## config.mk

```make
export PLATFORM = sky130hd
export DESIGN_NAME = controller_responder
export DESIGN_NICKNAME = d
export VERILOG_FILES = /design/src/rtl/controller_pkg.sv /design/src/rtl/sync_edge.sv /design/src/rtl/controller_responder.sv
export SDC_FILE = /design/constraint.sdc
export NUM_CORES = 1
export LEC_CHECK = 0
export CAP_MARGIN = 5
export CORE_ASPECT_RATIO = 0.9
export CORE_MARGIN = 1.5
export CORE_UTILIZATION = 40
export DETAILED_ROUTE_END_ITERATION = 8
export PLACE_DENSITY = 0.67
export SLEW_MARGIN = 20
export SYNTH_ARGS = -nofsm -noshare
export SYNTH_HDL_FRONTEND = slang
export SYNTH_SLANG_ARGS = --single-unit
```

## constraint.sdc

```tcl
create_clock -name clk -period 3.45 [get_ports clk]
set_clock_uncertainty 0.1 [all_clocks]
set_input_delay 0.69 -clock clk [delete_from_list [all_inputs] [get_ports clk]]
set_output_delay 0.69 -clock clk [all_outputs]
set_load 0.005 [all_outputs]
```

## src/rtl/controller_pkg.sv

```systemverilog
`default_nettype none
// ============================================================================
// Module : controller_pkg -- shared state encoding and defaults for the responder
// Rev    : 1.0
// ============================================================================
package controller_pkg;

    localparam int DEFAULT_NUM_BUTTONS = 8;

    typedef enum logic [1:0] {
        IDLE  = 2'd0,
        LOAD  = 2'd1,
        SHIFT = 2'd2,
        DONE  = 2'd3
    } state_t;

endpackage
`default_nettype wire

```

## src/rtl/sync_edge.sv

```systemverilog
`default_nettype none
// ============================================================================
// Module : sync_edge -- multi-flop synchronizer plus history flop, edge detect
// Rev    : 1.0
// ============================================================================
module sync_edge #(
    parameter int SYNC_STAGES = 2
) (
    input  logic clk,
    input  logic rst,
    input  logic i_async,
    output logic sync,
    output logic rise,
    output logic fall
);

    logic [SYNC_STAGES-1:0] r_chain;
    logic                   r_hist;

    always_ff @(posedge clk or posedge rst) begin
        if (rst) begin
            r_chain <= '0;
            r_hist  <= 1'b0;
        end else begin
            r_chain <= {r_chain[SYNC_STAGES-2:0], i_async};
            r_hist  <= r_chain[SYNC_STAGES-1];
        end
    end

    assign sync = r_chain[SYNC_STAGES-1];
    assign rise = sync & ~r_hist;
    assign fall = ~sync & r_hist;

endmodule
`default_nettype wire

```

## src/rtl/controller_responder.sv

```systemverilog
`default_nettype none
// ============================================================================
// Module : controller_responder -- latch/pulse serial button responder
// Rev    : 1.0
// ============================================================================
module controller_responder
    import controller_pkg::*;
#(
    parameter int NUM_BUTTONS = DEFAULT_NUM_BUTTONS,
    parameter int SYNC_STAGES = 2
) (
    input  logic                   clk,
    input  logic                   rst,
    input  logic [NUM_BUTTONS-1:0] buttons,
    input  logic                   latch,
    input  logic                   pulse,
    output logic                   data,
    output logic                   busy,
    output logic [7:0]             frame_count
);

    localparam int                 c_IDX_W    = $clog2(NUM_BUTTONS + 1);
    localparam logic [c_IDX_W-1:0] c_LAST_IDX = c_IDX_W'(NUM_BUTTONS - 1);

    logic w_latch_sync, w_latch_rise, w_latch_fall;
    logic w_pulse_sync, w_pulse_rise, w_pulse_fall;
    logic w_unused;

    state_t                 r_state;
    logic [NUM_BUTTONS-1:0] r_shreg;
    logic [c_IDX_W-1:0]     r_bit_index;
    logic [7:0]             r_frame_count;
    logic                   r_data;
    logic                   r_busy;

    sync_edge #(.SYNC_STAGES(SYNC_STAGES)) u_latch_sync (
        .clk     (clk),
        .rst     (rst),
        .i_async (latch),
        .sync    (w_latch_sync),
        .rise    (w_latch_rise),
        .fall    (w_latch_fall)
    );

    sync_edge #(.SYNC_STAGES(SYNC_STAGES)) u_pulse_sync (
        .clk     (clk),
        .rst     (rst),
        .i_async (pulse),
        .sync    (w_pulse_sync),
        .rise    (w_pulse_rise),
        .fall    (w_pulse_fall)
    );

    assign w_unused = &{1'b0, w_latch_rise, w_pulse_sync, w_pulse_fall};

    // Outputs are registered from the current state, so data trails the
    // shift register by one clock.
    always_ff @(posedge clk or posedge rst) begin
        if (rst) begin
            r_state       <= IDLE;
            r_shreg       <= '1;
            r_bit_index   <= '0;
            r_frame_count <= '0;
            r_data        <= 1'b1;
            r_busy        <= 1'b0;
        end else begin
            case (r_state)
                IDLE, DONE: begin
                    if (w_latch_sync) begin
                        r_state     <= LOAD;
                        r_shreg     <= ~buttons;
                        r_bit_index <= '0;
                    end
                end
                LOAD: begin
                    r_shreg     <= ~buttons;
                    r_bit_index <= '0;
                    if (w_latch_fall) begin
                        r_state       <= SHIFT;
                        r_frame_count <= r_frame_count + 8'd1;
                    end
                end
                SHIFT: begin
                    // A new latch aborts the frame and wins over a same-cycle pulse.
                    if (w_latch_sync) begin
                        r_state     <= LOAD;
                        r_shreg     <= ~buttons;
                        r_bit_index <= '0;
                    end else if (w_pulse_rise) begin
                        r_shreg     <= {1'b1, r_shreg[NUM_BUTTONS-1:1]};
                        r_bit_index <= r_bit_index + 1'b1;
                        if (r_bit_index == c_LAST_IDX) begin
                            r_state <= DONE;
                        end
                    end
                end
                default: r_state <= IDLE;
            endcase

            r_busy <= (r_state == LOAD) || (r_state == SHIFT);
            r_data <= ((r_state == LOAD) || (r_state == SHIFT)) ? r_shreg[0] : 1'b1;
        end
    end

    assign data        = r_data;
    assign busy        = r_busy;
    assign frame_count = r_frame_count;

endmodule
`default_nettype wire
```

==> results of run 1 <==
[cell families after synthesis]
group / count (synthesis) / synth area share [%]
simple gates: 37 / 14.65
flops: 30 / 57.94
compound gates: 25 / 11.51
xor+xnor: 8 / 5.328
buf+inv: 7 / 2.664
fa+ha+maj: 5 / 4.757
mux: 4 / 3.140
[stage by stage]
stage          cell area (sq um)  hold slack (ps)  instances
3_3_place_gp                1577            239.3        179
5_1_grt                     1662            278.3        187
6_report                    1662            261.0        187
2_1_floorplan               1315            231.2        116
3_5_place_dp                1577            236.3        179
4_1_cts                     1662            262.7        187
[final cells by class]
class                      instances  area [sq um]
sequential                        30         762.0
clock buffer                       7         55.05
multi-input combinational         79         518.0
inverter                           5         18.77
timing repair buffer              23         225.2
clock inverter                     1         30.03
fill                             274          1429
tap                               42         52.55
[final timing paths]
path	start	end	cells past startpoint
min	u_pulse_sync.r_chain[0]	u_pulse_sync.r_chain[1]	0
max	data	data	1
max reg2reg	r_state[0]	r_bit_index[2]	6
max in group asynchronous	rst	r_shreg[3]	3
min in group asynchronous	rst	r_state[1]	2
min reg2reg	u_pulse_sync.r_chain[0]	u_pulse_sync.r_chain[1]	0
[per-layer routing]
| metal | up-vias | part of all wire [%] | GRT usage, % |
|---|---|---|---|
| met1 | 430 | 49 | 18.84 |
| met3 | 2 | 5.2 | 5.917 |
| met2 | 18 | 45 | 20.60 |
| li1 | 453 | - | - |
| met4 | 0 | 0.78 | 5.590 |
| met5 | - | 0 | 0 |
[cell usage after synthesis]
cell type  instances
dfrtp_1           21
nor2_1            11
o21ai_0           10
dfstp_2            9
a21oi_1            8
nand2_1            8
xnor2_1            7
ha_1               5
inv_1              5
nand3_1            5
mux2i_1            3
and3_1             2
nand2b_1           2
nor2b_1            2
a211oi_1           1
a21o_1             1
a21oi_4            1
a22oi_1            1
a32o_1             1
and4b_1            1
buf_2              1
buf_6              1
mux2_2             1
nand3_2            1
nand3b_1           1
nand4b_1           1
nor2b_2            1
nor3b_1            1
o21ai_1            1
o21bai_1           1
or2_2              1
xor2_1             1
[power by group through the flow]
| stage | combinational, uW | sequential, uW | clock [uW] |
|---|---|---|---|
| finish | 381 | 554 | 285 |
| global route | 430 | 568 | 314 |
| CTS | 387 | 555 | 292 |
| detailed placement | 384 | 562 | 0 |
| global placement | 374 | 553 | 0 |
| floorplan | 259 | 548 | 0 |
[sequential cells by signal (all words and copies together), names as in the netlist]
register and cells:
r_shreg 8, u_latch_sync.r_chain 2, busy 1, u_latch_sync.r_hist 1, u_pulse_sync.r_chain 2, r_bit_index 4, r_state 2, frame_count 8
u_pulse_sync.r_hist 1, data 1
==> impl_results.md, run 1 <==
* Run status: complete, no violations
* Cell Int Power at around 850 uW
* HPWL Detailed at 1550 um
* R2R Setup Slk at ~1500 ps
* Slowest cell on crit path: dfstp_2
* P per Cell Area at 733.9 nW/um^2
* Die H at 57.40 um
* Final hold violation count at 0
* Routability-driven placement congestion ratio at about 0.70
* Synth top area share at 39.96%
* First-pass GRT wire length at 3933 um
* Synth cell types at 32
* Logic gate share of total power at 31.2%
* Fin. max-slew vios at 0
* Place WS at approximately 1400 ps
* Seq pwr share at 45.4%
* Layout cells sized above 1 at 15.86%
* First drt pass iteration count at 4
* Mapped Cells at 116
* Worst slew margin at 38.56%
* Post-synthesis sequential area ratio at between 50% and 60%
* Most frequent cells in the layout: dfrtp_1, clkdlybuf4s50_1, nor2_1
* Crit path largest cell delay at 530 ps
* Clk pwr share at about a quarter
* Worst hold path class: flop to flop
* RSZ-0062 raised after global routing: no
* IO buf count at 21
* GRT Resource Usage Total at between 10% and 20%
* Buf/Inv on CP at 1
* CP Capture Type: output pin
* Switching part of the total at around 30%
* Clk_lat worst skew at 320 ps
* H-tree levels at 2
* Final worst path period need at approximately 2100 ps
* Area growth, synth to finish at 26.36%
* Ranking of synthesized cells by area: dfrtp_1, dfstp_2, ha_1
* CTS root buf: clkbuf_4
* CTS tree: yes
* Standard-cell rows at 19
* DR iter-0 viols at 37
* Die Span X at 63.44 um
* Die area at 3641 sq um
* Setup CP Type: flop to output pin
* Vias per cell at 4.829
* Congestion Overflow GR at 0
* Antenna violations before repair at 0
* Startpoint types: flop
* Register bit count reported by yosys at 30
* Slew @ Worst Pin at 920.6 ps
* Post-synth top area cell: dfrtp_1
* Ys Warns at 0
* Clk slew on worst S/H paths at 90 ps
* Final period utilization at 61.43%
* DR vias at 903
* Detailed Route WL at around 2200 um
* CORE AREA at 3090 sq um
* Max-cap violations at 0
* Largest net degree at the start of global routing at 27
* Num Clock Sinks at 30
* Setup bufs post-CTS at 0
* Post-layout util at 53.77%
* DRC viols at 0
* Delay-heaviest family, CP: flip-flops
* Post-Syn Area at 1315 sq um
* Avg Cell Area, Syn at 11.34 sq um
* CP arrival at 1330 ps
* Crit-path cells: clkdlybuf4s50_1
* Final setup vio count at 0
* Starting Density at 42.55%
* Leak pwr at 0.0007376 uW
* P_sw at 366.8 uW
* Post-route ant nets at 0
* Syn Nets at 133
* Critical Path Fanout Max at 1
* Peak VDD IR at 0.3447 mV
* CTS Hold Bufs at 0
* Post_cts resized at 0
* IO Pins at 22
* CTS Buf Count at 5
* ANT cells at 0
* Final setup margin at 1331 ps
* Pwr Total at around 1200 uW
* FMAX at 471.8 MHz
* Setup TNS at 0 ps
* Vias in the first global route at 890
* Nets@finish at around 160
* Worst Path Required at 2660 ps
* Routed WL per cell at approximately 12 um
* Clk buf depth at 2
Power figures use the tool's default switching activity.
==> run 2, diff against run 1 <==
==> constraint.sdc (replaced) <==
create_clock -name clk -period 2 [get_ports clk]
set_clock_uncertainty 0.1 [all_clocks]
set_input_delay 0.4 -clock clk [delete_from_list [all_inputs] [get_ports clk]]
set_output_delay 0.4 -clock clk [all_outputs]
set_load 0.005 [all_outputs]
==> run 2 against run 1 <==
Total power increased by 63%. Sequential power increased by 71%. Die area unchanged. Largest cell class unchanged.
==> impl_results.md, run 2 (synthesis results as in run 1) <==
* Clk buf depth at 2
* Place WS at 262.8 ps
* GRT Resource Usage Total at 14.43%
* Final hold violation count at 0
* CTS tree: yes
* Pwr Total at between 1500 and 2000 uW
* Congestion Overflow GR at 0
* Peak VDD IR at 0.6177 mV
* RSZ-0062 raised after global routing: no
* DR iter-0 viols at 41
* Slew @ Worst Pin at 483.8 ps
* IO Pins at 22
* Final setup vio count at 0
* First drt pass iteration count at 4
* Setup CP Type: flop to output pin
* IO buf count at 21
* DR vias at 869
* Crit-path cells: clkdlybuf4s50_1
* H-tree levels at 2
* Worst hold path class: flop to flop
* Crit path largest cell delay at roughly 530 ps
* Nets@finish at 161
* Final worst path period need at 1828 ps
* Delay-heaviest family, CP: flip-flops
* Grt met1 use at 18.66%
* Worst slew margin at between 60% and 70%
* Die area at 3641 sq um
* Most frequent cells in the layout: dfrtp_1, clkdlybuf4s50_1, nor2_1
* Setup TNS at 0 ps
* Standard-cell rows at 19
* CP Capture Type: output pin
* Setup bufs post-CTS at 0
* Hold slack at 253.7 ps
* GRT met3 Usage at 4.536%
* DRC viols at 0
* Run status: complete, no violations
* Worst Path Required at 1500 ps
* Detailed Route WL at 2217 um
* Startpoint types: flop
* Die Span X at 63.44 um
* Starting Density at between 40% and 50%
* Vias in the first global route at 885
* CTS Hold Bufs at 0
* Num Clock Sinks at 30
* Largest net degree at the start of global routing at 31
* Slowest cell on crit path: dfstp_2
* Fin. max-slew vios at 0
* Die H at about 57 um
* CTS root buf: clkbuf_4
* Post-route ant nets at 0
* Routed WL per cell at 11.86 um
* Buf/Inv on CP at 1
* CORE AREA at 3090 sq um
* Max-cap violations at 0
* ANT cells at 0
* Layout cells sized above 1 at between 10% and 20%
* Post_cts resized at 0
* FMAX at 547.1 MHz
* First-pass GRT wire length at 3884 um
* Clk_lat worst skew at 310 ps
* Met2 Usage GRT at about a fifth
* CTS Buf Count at 5
* Area growth, synth to finish at 24.45%
* Final period utilization at 91.39%
* Clk slew on worst S/H paths at 90 ps
* Fillers at 279
* Critical Path Fanout Max at 1
* P per Cell Area at 1215 nW/um^2
* Grt peak-use layer: met2
* Leak pwr at 0.0007270 uW
* Antenna violations before repair at 0
* Vias per cell at ~4.6
* CP arrival at 1330 ps
* Final setup margin at 172.2 ps
* Routability-driven placement congestion ratio at ~0.73
* HPWL Detailed at 1578 um
-- run 2: cell count changes in the layout (fill, tap and decap cells not counted) --
cell       previous run  this run
clkinv_2              0         1
bufinv_16             1         0
-- run 2: worst paths after layout --
check | startpoint | endpoint | slack [ps] | cells past startpoint
worst min-delay path | u_pulse_sync.r_chain[0] | u_pulse_sync.r_chain[1] | 250 | 0
worst min register to register | u_pulse_sync.r_chain[0] | u_pulse_sync.r_chain[1] | 250 | 0
max in group asynchronous | rst | r_shreg[6] | 1150 | 3
worst max-delay path | data | data | 170 | 1
min in group asynchronous | rst | frame_count[6] | 340 | 3
worst max register to register | r_state[0] | r_shreg[0] | 240 | 7
-- run 2: per-stage QoR --
step | std cells | util, % | instance area, sq um
2_1_floorplan | 116 | - | 1315
3_3_place_gp | 179 | 51.01 | 1577
3_5_place_dp | 179 | 51.01 | 1577
4_1_cts | 187 | 52.96 | 1637
5_1_grt | 187 | 52.96 | 1637
6_report | 187 | 52.96 | 1637
-- run 2: final cells by class --
cell class / instances / area, sq um / area share (%)
multi-input combinational: 79 / 518.0 / 31.65
clock inverter: 1 / 5.005 / 0.3058
inverter: 5 / 18.77 / 1.147
timing repair buffer: 23 / 225.2 / 13.76
sequential: 30 / 762.0 / 46.56
tap: 42 / 52.55 / 3.211
clock buffer: 7 / 55.05 / 3.364
-- run 2: layer usage --
metal / routed length, um / up-vias
li1: - / 450
met1: 1043 / 393
met2: 1014 / 21
met3: 117 / 5
met4: 40 / 0
met5: 0 / -
-- run 2: power breakdown --
group | switching, uW | internal [uW]
Sequential | 105 | 840
Combinational | 340 | 345
Clock | 189 | 170
==> run 3, diff against run 2 <==
--- a/config.mk
+++ b/config.mk
@@ -5,7 +5,6 @@
 export SDC_FILE = /design/constraint.sdc
 export NUM_CORES = 1
 export LEC_CHECK = 0
-export CAP_MARGIN = 5
 export CORE_ASPECT_RATIO = 0.9
 export CORE_MARGIN = 1.5
 export CORE_UTILIZATION = 40
==> constraint.sdc (replaced) <==
create_clock -name clk -period 2.15 [get_ports clk]
set_clock_uncertainty 0.1 [all_clocks]
set_input_delay 0.43 -clock clk [delete_from_list [all_inputs] [get_ports clk]]
set_output_delay 0.43 -clock clk [all_outputs]
set_load 0.005 [all_outputs]
==> run 3 against run 2 <==
Worst hold slack better by 2.6 ps. Register-to-register slack better by 150 ps. Global-route usage down 0.26 points. Via count up 2.6%. Critical path type unchanged.
==> impl_results.md, run 3 (synthesis results as in run 1) <==
* RSZ-0062 raised after global routing: no
* CTS Buf Count at 5
* Area growth, synth to finish at 26.36%
* CORE AREA at 3090 sq um
* Slew @ Worst Pin at 450.0 ps
* CP arrival at roughly 1400 ps
* CTS root buf: clkbuf_4
* Slowest cell on crit path: dfstp_2
* Vias per cell at 4.770
* Clk_lat worst skew at ~330 ps
* DR vias at 892
* Fin. max-slew vios at 0
* Post_cts resized at 0
* Buf/Inv on CP at 1
* Clk slew on worst S/H paths at 100 ps
* FMAX at 531.7 MHz
* Final hold violation count at 0
* Final worst path period need at roughly 1900 ps
* Max-cap violations at 0
* Startpoint types: flop
* Delay-heaviest family, CP: flip-flops
* Worst slew margin at 70.00%
* Detailed Route WL at 2184 um
* Setup TNS at 0 ps
* Die Span X at 63.44 um
* IO Pins at 22
* HPWL Detailed at 1552 um
* Final setup vio count at 0
* CTS Hold Bufs at 0
* CTS tree: yes
* Vias in the first global route at 908
* Worst hold path class: flop to flop
* Post-route ant nets at 0
* Crit-path cells: clkdlybuf4s50_1
* Most frequent cells in the layout: dfrtp_1, clkdlybuf4s50_1, nor2_1
* Layout cells sized above 1 at 15.86%
* ANT cells at 0
* Standard-cell rows at 19
* Pwr Total at 1975 uW
* Routability-driven placement congestion ratio at ~0.73
* Nets@finish at ~160
* Starting Density at between 40% and 50%
* Setup bufs post-CTS at 0
* Final period utilization at between 80% and 90%
* Largest net degree at the start of global routing at 31
* Num Clock Sinks at 30
* Congestion Overflow GR at 0
* Crit path largest cell delay at 540 ps
* Routed WL per cell at 11.68 um
* DRC viols at 0
* P per Cell Area at roughly 1200 nW/um^2
* CP Capture Type: output pin
* H-tree levels at 2
* Worst Path Required at 1620 ps
* IO buf count at 21
* First-pass GRT wire length at 3877 um
* First drt pass iteration count at 4
* DR iter-0 viols at 39
* Antenna violations before repair at 0
* Hold slack at 256.3 ps
* Peak VDD IR at approximately 0.56 mV
* Run status: complete, no violations
* Die area at 3641 sq um
* Die H at 57.40 um
* Setup CP Type: flop to output pin
* Critical Path Fanout Max at 1
* GRT Resource Usage Total at 14.16%
* Leak pwr at 0.0007372 uW
* Clk buf depth at 2
run 3: stage by stage:
step	utilization, %	area, sq um	worst slack [ps]	cells
6_report	53.77	1662	269.3	187
5_1_grt	53.77	1662	218.2	187
4_1_cts	53.77	1662	250.4	187
3_5_place_dp	51.01	1577	420.2	179
3_3_place_gp	51.01	1577	489.5	179
2_1_floorplan	-	1315	508.0	116
run 3: area by class of cell:
| type | count | area (sq um) |
|---|---|---|
| Clock buffer | 7 | 55.05 |
| Clock inverter | 1 | 30.03 |
| Fill cell | 284 | 1429 |
| Inverter | 5 | 18.77 |
| Multi-Input combinational cell | 79 | 518.0 |
| Sequential cell | 30 | 762.0 |
| Tap cell | 42 | 52.55 |
| Timing Repair Buffer | 23 | 225.2 |
run 3: layer usage:
layer / GRT usage (%) / wire, um / up-vias
li1: - / - / 453
met1: 18.38 / 1038 / 408
met2: 20.60 / 967 / 23
met3: 4.339 / 116 / 8
met4: 9.317 / 61 / 0
met5: 0 / 0 / -
run 3: final timing paths:
path,slack [ps],to,from,depth (start not counted)
max in group asynchronous,1270,r_shreg[5],rst,3
setup / recovery,270,data,data,1
setup reg to reg,390,r_shreg[0],r_state[0],7
hold reg to reg,260,u_pulse_sync.r_chain[1],u_pulse_sync.r_chain[0],0
hold / removal,260,u_pulse_sync.r_chain[1],u_pulse_sync.r_chain[0],0
min in group asynchronous,360,frame_count[7],rst,3
run 3: where the power goes:
group	switching [uW]	internal, uW	total (uW)
Clock	185	278	463
Sequential	99.6	781	881
Combinational	312	320	631
